--- src/rtl/hazard_ctrl_pkg.sv ---
// Shared CPU package for pipeline hazard control: register-address width,
// controller states and the load-use detection helper.
package hazard_ctrl_pkg;

    localparam int unsigned REG_ADDR_W = 5;
    localparam int unsigned WAIT_W     = 8;

    typedef logic [REG_ADDR_W-1:0] reg_addr_t;

    typedef enum logic [1:0] {
        RUN      = 2'd0,
        MEM_WAIT = 2'd1,
        ERR      = 2'd2
    } state_t;

    // x0 is hardwired zero, so a load targeting it never creates a hazard
    function automatic logic load_use(input logic      memread,
                                      input reg_addr_t rd,
                                      input reg_addr_t rs1,
                                      input reg_addr_t rs2);
        return memread && (rd != '0) && ((rd == rs1) || (rd == rs2));
    endfunction

endpackage

--- src/rtl/hazard_ctrl_if.sv ---
// Pipeline-side signal bundle of the hazard controller: decode/execute
// register fields and memory handshake in, stall/flush controls out.
interface hazard_ctrl_if
    import hazard_ctrl_pkg::*;
#(
    parameter int unsigned CNT_W = 16
);
    reg_addr_t        rs1_i;
    reg_addr_t        rs2_i;
    logic             id_ex_memread_i;
    reg_addr_t        id_ex_rd_i;
    logic             branch_taken_i;
    logic             dmem_req_i;
    logic             dmem_ready_i;
    logic             pc_write_o;
    logic             if_id_write_o;
    logic             id_ex_bubble_o;
    logic             if_id_flush_o;
    logic             pipe_hold_o;
    logic             err_o;
    logic [CNT_W-1:0] stall_cnt_o;

    modport slave (
        input  rs1_i, rs2_i, id_ex_memread_i, id_ex_rd_i, branch_taken_i,
               dmem_req_i, dmem_ready_i,
        output pc_write_o, if_id_write_o, id_ex_bubble_o, if_id_flush_o,
               pipe_hold_o, err_o, stall_cnt_o
    );

    modport master (
        output rs1_i, rs2_i, id_ex_memread_i, id_ex_rd_i, branch_taken_i,
               dmem_req_i, dmem_ready_i,
        input  pc_write_o, if_id_write_o, id_ex_bubble_o, if_id_flush_o,
               pipe_hold_o, err_o, stall_cnt_o
    );

endinterface

--- src/rtl/hazard_ctrl_sat_counter.sv ---
// Saturating up-counter with synchronous clear and asynchronous active-low reset.
module sat_counter #(
    parameter int unsigned WIDTH = 16
) (
    input  logic             clk_i,
    input  logic             rst_n_i,
    input  logic             inc,
    input  logic             clear,
    output logic [WIDTH-1:0] o_count
);

    logic [WIDTH-1:0] r_count;

    always_ff @(posedge clk_i or negedge rst_n_i) begin
        if (!rst_n_i) begin
            r_count <= '0;
        end else if (clear) begin
            r_count <= '0;
        end else if (inc && (r_count != '1)) begin
            r_count <= r_count + WIDTH'(1);
        end
    end

    assign o_count = r_count;

endmodule

--- src/rtl/hazard_ctrl.sv ---
// Pipeline hazard controller: memory-wait stall with timeout, load-use bubble
// and taken-branch flush, plus a saturating count of stalled cycles.
module hazard_ctrl
    import hazard_ctrl_pkg::*;
#(
    parameter int unsigned MEM_TIMEOUT = 255,
    parameter int unsigned CNT_W       = 16
) (
    input  logic          clk_i,
    input  logic          rst_n_i,
    hazard_ctrl_if.slave  hz
);

    localparam logic [WAIT_W-1:0] WAIT_LAST = WAIT_W'(MEM_TIMEOUT - 1);

    state_t            r_state;
    state_t            w_state_nxt;
    logic [WAIT_W-1:0] r_wait_cnt;
    logic [WAIT_W-1:0] w_wait_cnt_nxt;
    logic              w_mem_stall;
    logic              w_lu;
    logic              w_pc_write;
    logic              w_if_id_write;
    logic              w_id_ex_bubble;
    logic              w_if_id_flush;
    logic              w_pipe_hold;
    logic [CNT_W-1:0]  w_stall_cnt;

    always_ff @(posedge clk_i or negedge rst_n_i) begin
        if (!rst_n_i) begin
            r_state    <= RUN;
            r_wait_cnt <= '0;
        end else begin
            r_state    <= w_state_nxt;
            r_wait_cnt <= w_wait_cnt_nxt;
        end
    end

    always_comb begin
        w_state_nxt    = r_state;
        w_wait_cnt_nxt = r_wait_cnt;
        w_mem_stall    = 1'b0;
        w_lu           = load_use(hz.id_ex_memread_i, hz.id_ex_rd_i, hz.rs1_i, hz.rs2_i);

        case (r_state)
            RUN: begin
                if (hz.dmem_req_i && !hz.dmem_ready_i) begin
                    w_mem_stall    = 1'b1;
                    w_state_nxt    = MEM_WAIT;
                    w_wait_cnt_nxt = '0;
                end
            end
            MEM_WAIT: begin
                // ready on the final allowed cycle still completes normally
                if (hz.dmem_ready_i) begin
                    w_state_nxt = RUN;
                end else begin
                    w_mem_stall    = 1'b1;
                    w_wait_cnt_nxt = r_wait_cnt + WAIT_W'(1);
                    if (r_wait_cnt == WAIT_LAST) begin
                        w_state_nxt = ERR;
                    end
                end
            end
            ERR: begin
                w_mem_stall = 1'b1;
            end
            default: begin
                w_state_nxt = RUN;
            end
        endcase

        w_pc_write     = 1'b1;
        w_if_id_write  = 1'b1;
        w_id_ex_bubble = 1'b0;
        w_if_id_flush  = 1'b0;
        w_pipe_hold    = 1'b0;

        if (w_mem_stall) begin
            w_pc_write    = 1'b0;
            w_if_id_write = 1'b0;
            w_pipe_hold   = 1'b1;
        end else if (w_lu) begin
            w_pc_write     = 1'b0;
            w_if_id_write  = 1'b0;
            w_id_ex_bubble = 1'b1;
        end else if (hz.branch_taken_i) begin
            w_if_id_flush = 1'b1;
        end
    end

    sat_counter #(
        .WIDTH (CNT_W)
    ) u_stall_cnt (
        .clk_i   (clk_i),
        .rst_n_i (rst_n_i),
        .inc     (w_mem_stall || w_lu),
        .clear   (1'b0),
        .o_count (w_stall_cnt)
    );

    assign hz.pc_write_o     = w_pc_write;
    assign hz.if_id_write_o  = w_if_id_write;
    assign hz.id_ex_bubble_o = w_id_ex_bubble;
    assign hz.if_id_flush_o  = w_if_id_flush;
    assign hz.pipe_hold_o    = w_pipe_hold;
    assign hz.err_o          = (r_state == ERR);
    assign hz.stall_cnt_o    = w_stall_cnt;

endmodule
--- src/flat_wrapper.sv ---
// flat-port wrapper written by rule: the top's interface ports become plain ports
module hazard_ctrl_flat import hazard_ctrl_pkg::*;
#(
    parameter int unsigned MEM_TIMEOUT = 255,
    parameter int unsigned CNT_W       = 16
)
  (clk_i, rst_n_i, hz_rs1_i, hz_rs2_i, hz_id_ex_memread_i, hz_id_ex_rd_i, hz_branch_taken_i, hz_dmem_req_i, hz_dmem_ready_i, hz_pc_write_o, hz_if_id_write_o, hz_id_ex_bubble_o, hz_if_id_flush_o, hz_pipe_hold_o, hz_err_o, hz_stall_cnt_o);
  hazard_ctrl_if #(.CNT_W(CNT_W)) hz_i ();
  input  logic clk_i;
  input  logic rst_n_i;
  input wire logic [$bits(hz_i.rs1_i)-1:0] hz_rs1_i;
  input wire logic [$bits(hz_i.rs2_i)-1:0] hz_rs2_i;
  input wire logic [$bits(hz_i.id_ex_memread_i)-1:0] hz_id_ex_memread_i;
  input wire logic [$bits(hz_i.id_ex_rd_i)-1:0] hz_id_ex_rd_i;
  input wire logic [$bits(hz_i.branch_taken_i)-1:0] hz_branch_taken_i;
  input wire logic [$bits(hz_i.dmem_req_i)-1:0] hz_dmem_req_i;
  input wire logic [$bits(hz_i.dmem_ready_i)-1:0] hz_dmem_ready_i;
  output wire logic [$bits(hz_i.pc_write_o)-1:0] hz_pc_write_o;
  output wire logic [$bits(hz_i.if_id_write_o)-1:0] hz_if_id_write_o;
  output wire logic [$bits(hz_i.id_ex_bubble_o)-1:0] hz_id_ex_bubble_o;
  output wire logic [$bits(hz_i.if_id_flush_o)-1:0] hz_if_id_flush_o;
  output wire logic [$bits(hz_i.pipe_hold_o)-1:0] hz_pipe_hold_o;
  output wire logic [$bits(hz_i.err_o)-1:0] hz_err_o;
  output wire logic [$bits(hz_i.stall_cnt_o)-1:0] hz_stall_cnt_o;
  assign hz_i.rs1_i = hz_rs1_i;
  assign hz_i.rs2_i = hz_rs2_i;
  assign hz_i.id_ex_memread_i = hz_id_ex_memread_i;
  assign hz_i.id_ex_rd_i = hz_id_ex_rd_i;
  assign hz_i.branch_taken_i = hz_branch_taken_i;
  assign hz_i.dmem_req_i = hz_dmem_req_i;
  assign hz_i.dmem_ready_i = hz_dmem_ready_i;
  assign hz_pc_write_o = hz_i.pc_write_o;
  assign hz_if_id_write_o = hz_i.if_id_write_o;
  assign hz_id_ex_bubble_o = hz_i.id_ex_bubble_o;
  assign hz_if_id_flush_o = hz_i.if_id_flush_o;
  assign hz_pipe_hold_o = hz_i.pipe_hold_o;
  assign hz_err_o = hz_i.err_o;
  assign hz_stall_cnt_o = hz_i.stall_cnt_o;
  hazard_ctrl #(.MEM_TIMEOUT(MEM_TIMEOUT), .CNT_W(CNT_W)) u_core (.clk_i(clk_i), .rst_n_i(rst_n_i), .hz(hz_i));
endmodule
--- config.mk ---
export PLATFORM = sky130hd
export DESIGN_NAME = hazard_ctrl_flat
export DESIGN_NICKNAME = d
export VERILOG_FILES = /design/src/rtl/hazard_ctrl_pkg.sv /design/src/rtl/hazard_ctrl_if.sv /design/src/rtl/hazard_ctrl_sat_counter.sv /design/src/rtl/hazard_ctrl.sv /design/src/flat_wrapper.sv
export SDC_FILE = /design/constraint.sdc
export NUM_CORES = 1
export LEC_CHECK = 0
export BUFFER_PORTS_ARGS = -buffer_cell sky130_fd_sc_hd__buf_2
export CORE_AREA = 2 2 55 57
export DETAILED_ROUTE_END_ITERATION = 10
export DIE_AREA = 0 0 57 59
export GPL_ROUTABILITY_DRIVEN = 0
export GPL_TIMING_DRIVEN = 1
export PLACE_DENSITY = 0.81
export SYNTH_ARGS = -nofsm -noshare
export SYNTH_HDL_FRONTEND = slang
export SYNTH_SLANG_ARGS = --single-unit
--- constraint.sdc ---
create_clock -name clk_i -period 3.94 [get_ports clk_i]
set_clock_uncertainty 0.1 [all_clocks]
set_input_delay 0.591 -clock clk_i [delete_from_list [all_inputs] [get_ports clk_i]]
set_output_delay 0.591 -clock clk_i [all_outputs]
set_load 0.005 [all_outputs]
==> results.yml, run 1 <==
outcome:
  status: "complete, no violations"
synth:
  synthSimpleGateAreaFrac: 0.211
  yosysWarningCount: 0
  post_synth.cell_area_avg_um2: 10.3
  synth_ff_type: "dfrtp_1"
  postSynthRegisterBits: 26
  synth-xor-area-share: 0.154
  share_of_synthesized_area_spent_on_multiplexers: 0.0333
  synth_area_leader: "dfrtp_1"
  asyncSetResetFlopFracSynth: 1.00
  synth.cells.most_frequent: "26 x dfrtp_1, 13 x xor2_1, 12 x xnor2_1, 11 x nor2_1, 10 x nand3_1"
  largest_family_of_logic_cells_by_synthesized_area: "simple AND/OR/NAND/NOR gates"
  synth_area_in_compound_gates: 0.0930
  synth_most_common_cell: "dfrtp_1"
  synth_fa_ha_area_frac: 0.0263
  netlist_area_um2: 1430
  number_of_flops_mapped_to_enable_cells_by_yosys: 0
  netlist_instances: 139
  synth_top_cells_by_area: "dfrtp_1 46%, xor2_1 8.0%, xnor2_1 7.4%"
  yosysTopAreaCellShare: 0.456
  synth_seq_area_share: 0.456
  syn_nets: 163
  synth_cell_types: 38
placed_design:
  placement.cell_area_um2: 1660
  port-buffer-count: 42
  place.detailed.hpwl_um: 2370
power_and_ir_drop:
  leakage_nw: 0.837
  power.total_w: 0.000746
  vdd.ir_drop.worst_v: 0.000368
  power.density_cell_area_nw_per_um2: 437
final_layout:
  area.growth.synth_to_final_pct: 19.8
  fin_area_um2: 1710
  diodes: 0
  post_layout_nets: 208
  multi_input_comb_area_um2: 738
  layout_cells_sized_above_1: 0.290
  seqCellArea_um2: 651
  final.fill_count: 232
  post-route-util: 0.631
sta:
  fmax_mhz: 353
  final_hold_slack_ns: 0.151
  timing.final.crit_period_ns: 2.84
  setup_violations: 0
  maxSlewHeadroom: 0.275
  final_max_slew_viol_count: 0
  fin_setup_tns_ns: 0
  layout_worst_path_cycle_share: 0.720
  worst_pin_slew_ns: 1.07
  rsz0062_at_grt: "no"
  final_hold_viol_count: 0
global_routing:
  grt_use_total: 0.198
  grt_pass1_wl_um: 5290
  grt_antenna_before_repair: 0
  number_of_global_route_vias_before_repair: 1175
  grt_start_max_net_pins: 27
  grt.overflow.total: 0
detailed_routing:
  postRouteAntennaNets: 0
  wl_per_cell_um: 14.8
  routed_wl_um: 3170
  initial_detailed_routing_violation_count: 36
  drtPass1Iterations: 4
  drc: 0
  via_count: 1197
  viasPerCell: 5.59
floorplan:
  num_rows: 19
  design.core.area_um2: 2710
  starting_utilization_of_the_core_area: 0.526
  fp.dieW_um: 57
  die_area_um2: 3360
  pin_count: 43
  die_height_um: 59
clock_network:
  cts_max_level: 1
  cts_tree: "built"
  cts_resized: 0
  insertion_delay_ns: 0.31
  cts-buffers-inserted: 3
  cts.sinks: 26
  clk_pin_slew_worst_paths_ns: 0.14
  cts_setup_buffers: 0
  cts_root_buf: "clkbuf_4"
  cts_max_path_buffers: 2
  holdBufCountCts: 0
run:
  cap_violations: 0
worst_setup_path:
  path_delay_family: "simple AND/OR/NAND/NOR gates"
  critical_path_peak_fanout: 15
  cp_slowest_cell: "or4_1"
  timing.critical_path.mode_cell: "buf_2"
  crit_path_cell_trace: "buf_2 -> or4_1 -> o21a_1 -> a21oi_4 -> and2_1 -> buf_2"
  regToRegSetupSlack_ns: 1.67
  worst-endpoint-arrival_ns: 2.15
  worst-endpoint-required_ns: 3.25
  timing_worst_setup_path_type: "input pin to output port"
  worstPathBufferInverterCount: 2
  critPathLaunchType: "input pin"
  cp_slowest_stage_delay_ns: 0.53
  critPathCaptureType: "output port"
hold_path:
  hold_path.class: "input pin to async pin"
## report_power, final
group,internal [W],switching (W),total [W],leakage (nW)
clock,0.000103,0.0000771,0.000180,0.0279
combinational,0.0000972,0.0000931,0.000190,0.471
sequential,0.000315,0.0000610,0.000376,0.338
## layer usage
metal	vias up	track usage	part of all wire	wire length, µm
met1	566	0.255	0.43	1350
met2	40	0.346	0.50	1590
met3	4	0.0371	0.057	181
li1	587	-	-	-
met4	0	0.0532	0.013	40
met5	-	0	0	0
## metrics by stage
| stage | worst slack [ns] | cells |
|---|---|---|
| after floorplan | 1.44 | 139 |
| after global placement | 1.16 | 210 |
| after detailed placement | 1.11 | 210 |
| after CTS | 1.10 | 214 |
| after global routing | 1.04 | 214 |
| final | 1.10 | 214 |
## flip-flops by register name (all words and copies together), names as in the netlist
| signal | cells |
|---|---|
| u_core.u_stall_cnt.o_count | 16 |
| u_core.r_state | 2 |
| u_core.r_wait_cnt | 8 |
## worst paths after layout
| check | from | to | depth (start not counted) |
|---|---|---|---|
| max in group asynchronous | rst_n_i | u_core.r_state[1] | 1 |
| worst min-delay path | rst_n_i | u_core.u_stall_cnt.o_count[1] | 1 |
| worst min register to register | u_core.u_stall_cnt.o_count[15] | u_core.u_stall_cnt.o_count[15] | 1 |
| worst max-delay path | hz_id_ex_rd_i[0] | hz_if_id_flush_o | 6 |
| min in group clk_i | u_core.u_stall_cnt.o_count[15] | u_core.u_stall_cnt.o_count[15] | 1 |
| worst max register to register | u_core.u_stall_cnt.o_count[0] | u_core.u_stall_cnt.o_count[2] | 7 |
## cells in the final DEF, fill, tap and decap left out, types with 2 or more instances in the layout
cell type   n
a21oi_1     4
a31oi_1     3
and3_1      4
and4_1      2
buf_2      42
clkbuf_4    3
dfrtp_1    26
ha_1        3
inv_1       5
mux2_1      2
nand2_1     9
nand3_1    10
nand4_1     2
nor2_1     11
nor3_1      5
nor3b_1     2
nor4b_1     3
o21a_1      2
o21ai_0     2
xnor2_1    12
xor2_1     13
## logic make-up (layout without fill, tap and decap cells)
group,count (synthesis),count (layout)
XOR/XNOR,25,25
AND/OR/NAND/NOR,56,56
AO/OA/AOI/OAI,18,18
flip-flops,26,26
multiplexers,4,4
buffers and inverters,7,51
adder cells (fa/ha/maj),3,3
## layout make-up
| type | count | area share |
|---|---|---|
| inverters | 5 | 0.0110 |
| multi-input cells | 106 | 0.432 |
| clock inverters | 1 | 0.0176 |
| well taps | 31 | 0.0227 |
| clock buffers | 3 | 0.0132 |
| repair buffers | 42 | 0.123 |
| flip-flops and latches | 26 | 0.381 |
Power figures use the tool's default switching activity.
==> run 2, diff against run 1 <==
--- a/config.mk
+++ b/config.mk
@@ -5,13 +5,14 @@
 export SDC_FILE = /design/constraint.sdc
 export NUM_CORES = 1
 export LEC_CHECK = 0
+export ABC_AREA = 1
 export BUFFER_PORTS_ARGS = -buffer_cell sky130_fd_sc_hd__buf_2
-export CORE_AREA = 2 2 55 57
+export CORE_AREA = 2 2 61 63
 export DETAILED_ROUTE_END_ITERATION = 10
-export DIE_AREA = 0 0 57 59
+export DIE_AREA = 0 0 63 65
 export GPL_ROUTABILITY_DRIVEN = 0
 export GPL_TIMING_DRIVEN = 1
-export PLACE_DENSITY = 0.81
+export PLACE_DENSITY = 0.79
 export SYNTH_ARGS = -nofsm -noshare
 export SYNTH_HDL_FRONTEND = slang
 export SYNTH_SLANG_ARGS = --single-unit
==> constraint.sdc (replaced) <==
create_clock -name clk_i -period 2.9 [get_ports clk_i]
set_clock_uncertainty 0.1 [all_clocks]
set_input_delay 0.435 -clock clk_i [delete_from_list [all_inputs] [get_ports clk_i]]
set_output_delay 0.435 -clock clk_i [all_outputs]
set_load 0.005 [all_outputs]
==> run 2 against run 1 <==
  * The run now ends with hold timing left
  * Via count rose by 36%
  * Non-clock buffer count rose by 1
  * Final cell count up 64%
  * Worst hold slack worse by 0.18 ns
  * Setup slack worse by 0.49 ns
  * Combinational power rose by 140%
  * Sequential share of layout area decreased by 6.6 points
  * First-iteration DRC count increased by 120%
  * Global-route usage shrank 0.75 points
  * Critical path depth increased by 2
  * Critical endpoint unchanged
  * Register-to-register slack worse by 0.56 ns
  * Sequential power grew 28%
==> results.yml, run 2 <==
outcome:
  status: "finished, violations left"
  failed_checks: "hold timing"
clock_network:
  clk_pin_slew_worst_paths_ns: 0.14
  cts.sinks: 26
  cts_max_level: 1
  holdBufCountCts: 0
  insertion_delay_ns: 0.32
  cts_tree: "built"
  cts_max_path_buffers: 2
  cts_setup_buffers: 0
  cts_root_buf: "clkbuf_4"
  cts_resized: 0
  cts-buffers-inserted: 3
global_routing:
  grt_start_max_net_pins: 27
  number_of_global_route_vias_before_repair: 1540
  grt_use_total: 0.191
  grt_pass1_wl_um: 6370
  grt_antenna_before_repair: 0
  grt.overflow.total: 0
final_layout:
  area.growth.synth_to_final_pct: 16.1
  post_layout_nets: 328
  layout_cells_sized_above_1: 0.191
  largest_register_ffs: 16
  most_common_cell_after_layout_fill_and_taps_aside: "nand2_1"
  post-route-util: 0.591
  finalNonFillerCells: 351
  diodes: 0
  layout_common_cells: "86 x nand2_1, 46 x inv_1, 42 x buf_2"
detailed_routing:
  wl_per_cell_um: 9.78
  routed_wl_um: 3430
  postRouteAntennaNets: 0
  viasPerCell: 4.64
  initial_detailed_routing_violation_count: 78
  via_count: 1630
  drtPass1Iterations: 4
  drc: 0
synth:
  asyncSetResetFlopFracSynth: 1.00
  syn_nets: 285
  synth_cell_types: 27
  synth_top_cells_by_area: "dfrtp_1 37%, nand2_1 18%, inv_1 9.7%"
  synth_area_leader: "dfrtp_1"
  largest_family_of_logic_cells_by_synthesized_area: "simple AND/OR/NAND/NOR gates"
  netlist_instances: 261
  synth-xor-area-share: 0.0591
  postSynthRegisterBits: 26
  synth_fa_ha_area_frac: 0.0211
  synth_seq_area_share: 0.366
  netlist_area_um2: 1780
  share_of_synthesized_area_spent_on_multiplexers: 0
  synth_most_common_cell: "nand2_1"
  yosysTopAreaCellShare: 0.366
  synth.cells.most_frequent: "86 x nand2_1, 46 x inv_1, 26 x dfrtp_1, 25 x nand3_1, 24 x nor2_1"
  number_of_flops_mapped_to_enable_cells_by_yosys: 0
  post_synth.cell_area_avg_um2: 6.81
  synth_area_in_compound_gates: 0.0450
  synth_ff_type: "dfrtp_1"
  yosysWarningCount: 0
  synthSimpleGateAreaFrac: 0.383
worst_setup_path:
  worst-endpoint-arrival_ns: 1.75
  critical_path_peak_fanout: 6
  worst-endpoint-required_ns: 2.37
  critPathLaunchType: "register"
  timing_worst_setup_path_type: "register to output port"
  r2r.worst_path.cells: 9
  critPathCaptureType: "output port"
sta:
  timing.final.crit_period_ns: 2.28
  rsz0062_at_grt: "no"
  worst_pin_slew_ns: 0.559
  final_max_slew_viol_count: 0
  fin_setup_tns_ns: 0
  final_hold_viol_count: 26
  setup_violations: 0
  final_hold_slack_ns: -0.0243
  layout_worst_path_cycle_share: 0.787
  fmax_mhz: 438
  maxSlewHeadroom: 0.627
floorplan:
  pin_count: 43
  die_area_um2: 4100
  starting_utilization_of_the_core_area: 0.509
  die_height_um: 65
  num_rows: 22
  design.core.area_um2: 3500
  fp.dieW_um: 63
placed_design:
  place.detailed.instances: 347
  place.detailed.hpwl_um: 2700
  port-buffer-count: 42
power_and_ir_drop:
  leakage_nw: 1.25
  vdd.ir_drop.worst_v: 0.000259
  power.density_cell_area_nw_per_um2: 573
hold_path:
  hold_path.class: "input pin to async pin"
run:
  cap_violations: 0
run 2: cell type report:
type                       count  area, µm²
timing repair buffer          43        218
tap                           48       60.1
clock buffer                   3       22.5
clock inverter                 1       30.0
multi-input combinational    182        903
inverter                      48        180
fill                         342       1430
sequential                    26        651
run 2: path summary, 6_finish.rpt:
path	slack (ns)	startpoint	endpoint
max	0.62	u_core.r_state[0]	hz_if_id_flush_o
min	-0.02	rst_n_i	u_core.r_state[1]
max reg2reg	1.11	u_core.r_state[0]	u_core.u_stall_cnt.o_count[12]
min reg2reg	0.41	u_core.u_stall_cnt.o_count[15]	u_core.u_stall_cnt.o_count[15]
max in group asynchronous	2.36	rst_n_i	u_core.u_stall_cnt.o_count[0]
min in group clk_i	0.34	hz_dmem_ready_i	u_core.r_wait_cnt[1]
run 2: cell families (layout without fill, tap and decap cells):
logic type      count (synthesis)  after routing
buf+inv                        53             95
simple gates                  153            153
fa+ha+maj                       3              3
xor+xnor                       12             12
compound gates                 14             14
flops                          26             26
run 2: report_power, final:
| group | internal [W] | total (W) | switching, W |
|---|---|---|---|
| Combinational | 0.000171 | 0.000448 | 0.000277 |
| Sequential | 0.000425 | 0.000483 | 0.0000585 |
| Clock | 0.000140 | 0.000251 | 0.000111 |
run 2: routing by layer:
| layer | track usage | up-vias | part of all wire | routed length [µm] |
|---|---|---|---|---|
| li1 | - | 889 | - | - |
| met1 | 0.246 | 708 | 0.50 | 1730 |
| met2 | 0.343 | 31 | 0.46 | 1580 |
| met3 | 0.0174 | 2 | 0.033 | 113 |
| met4 | 0.0500 | 0 | 0.0041 | 14 |
| met5 | 0 | - | 0 | 0 |
run 2: worst max-delay path, stage by stage (launching register included):
cell and delay [ns]:
dfrtp_1 0.42, inv_1 0.07, nor2_1 0.04, nand2_1 0.09, inv_1 0.08, nor3_1 0.30, nand2_2 0.19, nor2_1 0.11
buf_2 0.11
run 2: per-stage QoR:
stage	worst slack [ns]	cell area (µm²)	hold WS, ns	total power [W]
after floorplan	0.934	1780	0.0394	0.000822
after CTS	0.615	2060	0.00424	0.00119
final	0.617	2060	-0.0243	0.00118
after global routing	0.427	2060	0.0173	0.00128
after global placement	0.881	2010	0.364	0.000934
after detailed placement	0.804	2010	0.370	0.000947
==> run 3, diff against run 2 <==
--- a/config.mk
+++ b/config.mk
@@ -5,14 +5,14 @@
 export SDC_FILE = /design/constraint.sdc
 export NUM_CORES = 1
 export LEC_CHECK = 0
-export ABC_AREA = 1
+export ABC_AREA = 0
 export BUFFER_PORTS_ARGS = -buffer_cell sky130_fd_sc_hd__buf_2
-export CORE_AREA = 2 2 61 63
+export CORE_AREA = 2 2 57 59
 export DETAILED_ROUTE_END_ITERATION = 10
-export DIE_AREA = 0 0 63 65
+export DIE_AREA = 0 0 59 61
 export GPL_ROUTABILITY_DRIVEN = 0
 export GPL_TIMING_DRIVEN = 1
-export PLACE_DENSITY = 0.79
+export PLACE_DENSITY = 0.76
 export SYNTH_ARGS = -nofsm -noshare
 export SYNTH_HDL_FRONTEND = slang
 export SYNTH_SLANG_ARGS = --single-unit
==> constraint.sdc (replaced) <==
create_clock -name clk_i -period 2.1 [get_ports clk_i]
set_clock_uncertainty 0.1 [all_clocks]
set_input_delay 0.315 -clock clk_i [delete_from_list [all_inputs] [get_ports clk_i]]
set_output_delay 0.315 -clock clk_i [all_outputs]
set_load 0.005 [all_outputs]
==> run 3 against run 2 <==
  * The flow finishes with violations (setup timing)
  * Sequential share of layout area is 2.3 points higher
  * Power is 14% higher
  * Routed wire length is 2.3% lower
  * Sequential cell count stayed put
  * Critical path type is now input pin to output port
  * Critical endpoint unchanged
  * Largest power group unchanged
  * Highest routed layer unchanged
==> results.yml, run 3 (synthesis results as in run 1) <==
power_and_ir_drop:
  comb_power_share: 0.332
  leakage_nw: 0.957
  power.density_cell_area_nw_per_um2: 703
  swShare: 0.329
  vdd.ir_drop.worst_v: 0.000617
  p_int_w: 0.000907
  share_of_power_burned_in_registers: 0.515
  clkPwrFrac: 0.153
  netSwitchingPower_w: 0.000445
detailed_routing:
  drtPass1Iterations: 4
  postRouteAntennaNets: 0
  via_count: 1265
  drc: 0
  viasPerCell: 5.41
  routed_wl_um: 3350
  wl_per_cell_um: 14.3
  topRoutingLayerUsed: "met4"
  met2_length_um: 1750
  wl_met1_um: 1420
  initial_detailed_routing_violation_count: 38
  dr_wl_met3_um: 159
final_layout:
  post_layout_nets: 227
  most_common_cell_after_layout_fill_and_taps_aside: "buf_2"
  post-route-util: 0.651
  diodes: 0
  area.growth.synth_to_final_pct: 34.7
  largest_register_ffs: 16
  layout_common_cells: "39 x buf_2, 26 x dfrtp_1, 16 x buf_4"
  layout_cells_sized_above_1: 0.388
outcome:
  status: "finished, violations left"
  failed_checks: "setup timing"
floorplan:
  die_area_um2: 3600
  design.core.area_um2: 2950
  die_height_um: 61
  num_rows: 20
  starting_utilization_of_the_core_area: 0.483
  fp.dieW_um: 59
  pin_count: 43
worst_setup_path:
  path_delay_family: "simple AND/OR/NAND/NOR gates"
  cp_slowest_stage_delay_ns: 0.52
  reg2reg_from: "u_core.r_state[1]"
  worst-endpoint-required_ns: 1.68
  crit_path_cell_trace: "buf_6 -> or4_1 -> o21a_1 -> a21oi_4 -> buf_12 -> and2_4 -> buf_6"
  critical_path_peak_fanout: 5
  critPathCaptureType: "output port"
  cp_slowest_cell: "or4_1"
  crit_start: "hz_id_ex_rd_i[4]"
  critPathLaunchType: "input pin"
  timing_worst_setup_path_type: "input pin to output port"
  regToRegSetupSlack_ns: 0.06
  worst-endpoint-arrival_ns: 1.69
  timing.critical_path.mode_cell: "buf_6"
  worstPathBufferInverterCount: 3
hold_path:
  hold_path.class: "input pin to register"
  worstHoldStart: "hz_dmem_ready_i"
sta:
  rsz0062_at_grt: "yes"
  worst_pin_slew_ns: 0.740
  maxSlewHeadroom: 0.499
  final_max_slew_viol_count: 0
  timing.final.crit_period_ns: 2.10
  setup_violations: 1
  final_hold_viol_count: 0
  fmax_mhz: 475
  layout_worst_path_cycle_share: 1.00
  setup_ws_ns: -0.00307
clock_network:
  cts_root_buf: "clkbuf_4"
  cts_tree: "built"
  cts_max_path_buffers: 2
  insertion_delay_ns: 0.31
  cts.sinks: 26
  cts_max_level: 1
  cts-buffers-inserted: 3
  clk_pin_slew_worst_paths_ns: 0.13
placed_design:
  port-buffer-count: 42
  place.detailed.hpwl_um: 2460
  dpl_worst_slack_ns: -0.0381
global_routing:
  grt_antenna_before_repair: 0
  grt.overflow.total: 0
  grt_pass1_wl_um: 5230
  grt_start_max_net_pins: 27
  number_of_global_route_vias_before_repair: 1230
  grt_use_total: 0.189
run:
  cap_violations: 0
==> run 3: cell count changes in the layout (fill, tap and decap cells not counted), moves of 9 or more <==
cell / change
buf_4: +15
nor2_1: -15
xnor2_1: +9
nand3_1: -15
inv_1: -42
nand2_1: -77
==> run 3: through the flow <==
step | area (µm²) | setup TNS, ns | hold WS, ns | instances | total power, W
floorplan | 1430 | 0 | -0.0806 | 139 | 0.000904
global placement | 1760 | -0.0260 | 0.233 | 224 | 0.00107
detailed placement | 1760 | -0.0524 | 0.251 | 224 | 0.00110
CTS | 1860 | 0 | 0.270 | 231 | 0.00133
global route | 1920 | -0.0952 | 0.278 | 234 | 0.00144
finish | 1920 | -0.00307 | 0.281 | 234 | 0.00135
==> run 3: timing repair <==
item,4_1_cts,5_1_grt
hold endpoints to repair,26,0
hold buffers,1,0
pin swaps,5,2
cloned,1,0
gates resized for setup,4,8
endpoints found under the setup margin,1,7
buffers inserted,2,3
==> run 3: worst min-delay path: stages <==
cell and delay, ns:
buf_2 0.09, nor2_2 0.05, nand2_1 0.11, o21bai_1 0.08
==> run 3: worst paths after layout <==
kind	to	cells after the start
worst max-delay path	hz_if_id_flush_o	7
worst min-delay path	u_core.r_state[0]	4
worst max register to register	u_core.u_stall_cnt.o_count[15]	10
worst min register to register	u_core.u_stall_cnt.o_count[8]	1
max in group asynchronous	u_core.r_wait_cnt[6]	2
min in group asynchronous	u_core.u_stall_cnt.o_count[1]	2
==> run 3: power groups by stage <==
stage                     Combinational [W]  Sequential (W)  Clock [W]
after floorplan                    0.000204        0.000700          0
after global placement             0.000371        0.000703          0
after detailed placement           0.000387        0.000713          0
after CTS                          0.000418        0.000700   0.000216
after global routing               0.000497        0.000715   0.000232
final                              0.000448        0.000696   0.000207
==> run 3: cell type report <==
cell class	instances	area, µm²
clock buffer	3	22.5
sequential	26	651
inverter	5	18.8
timing repair buffer	61	412
multi-input combinational	106	777
fill	244	1030
tap	33	41.3
==> run 3: routing by layer <==
metal  global-route usage  up-vias
li1                     -      611
met1                0.241      615
met2                0.335       37
met3               0.0299        2
met4               0.0487        0
met5                    0        -
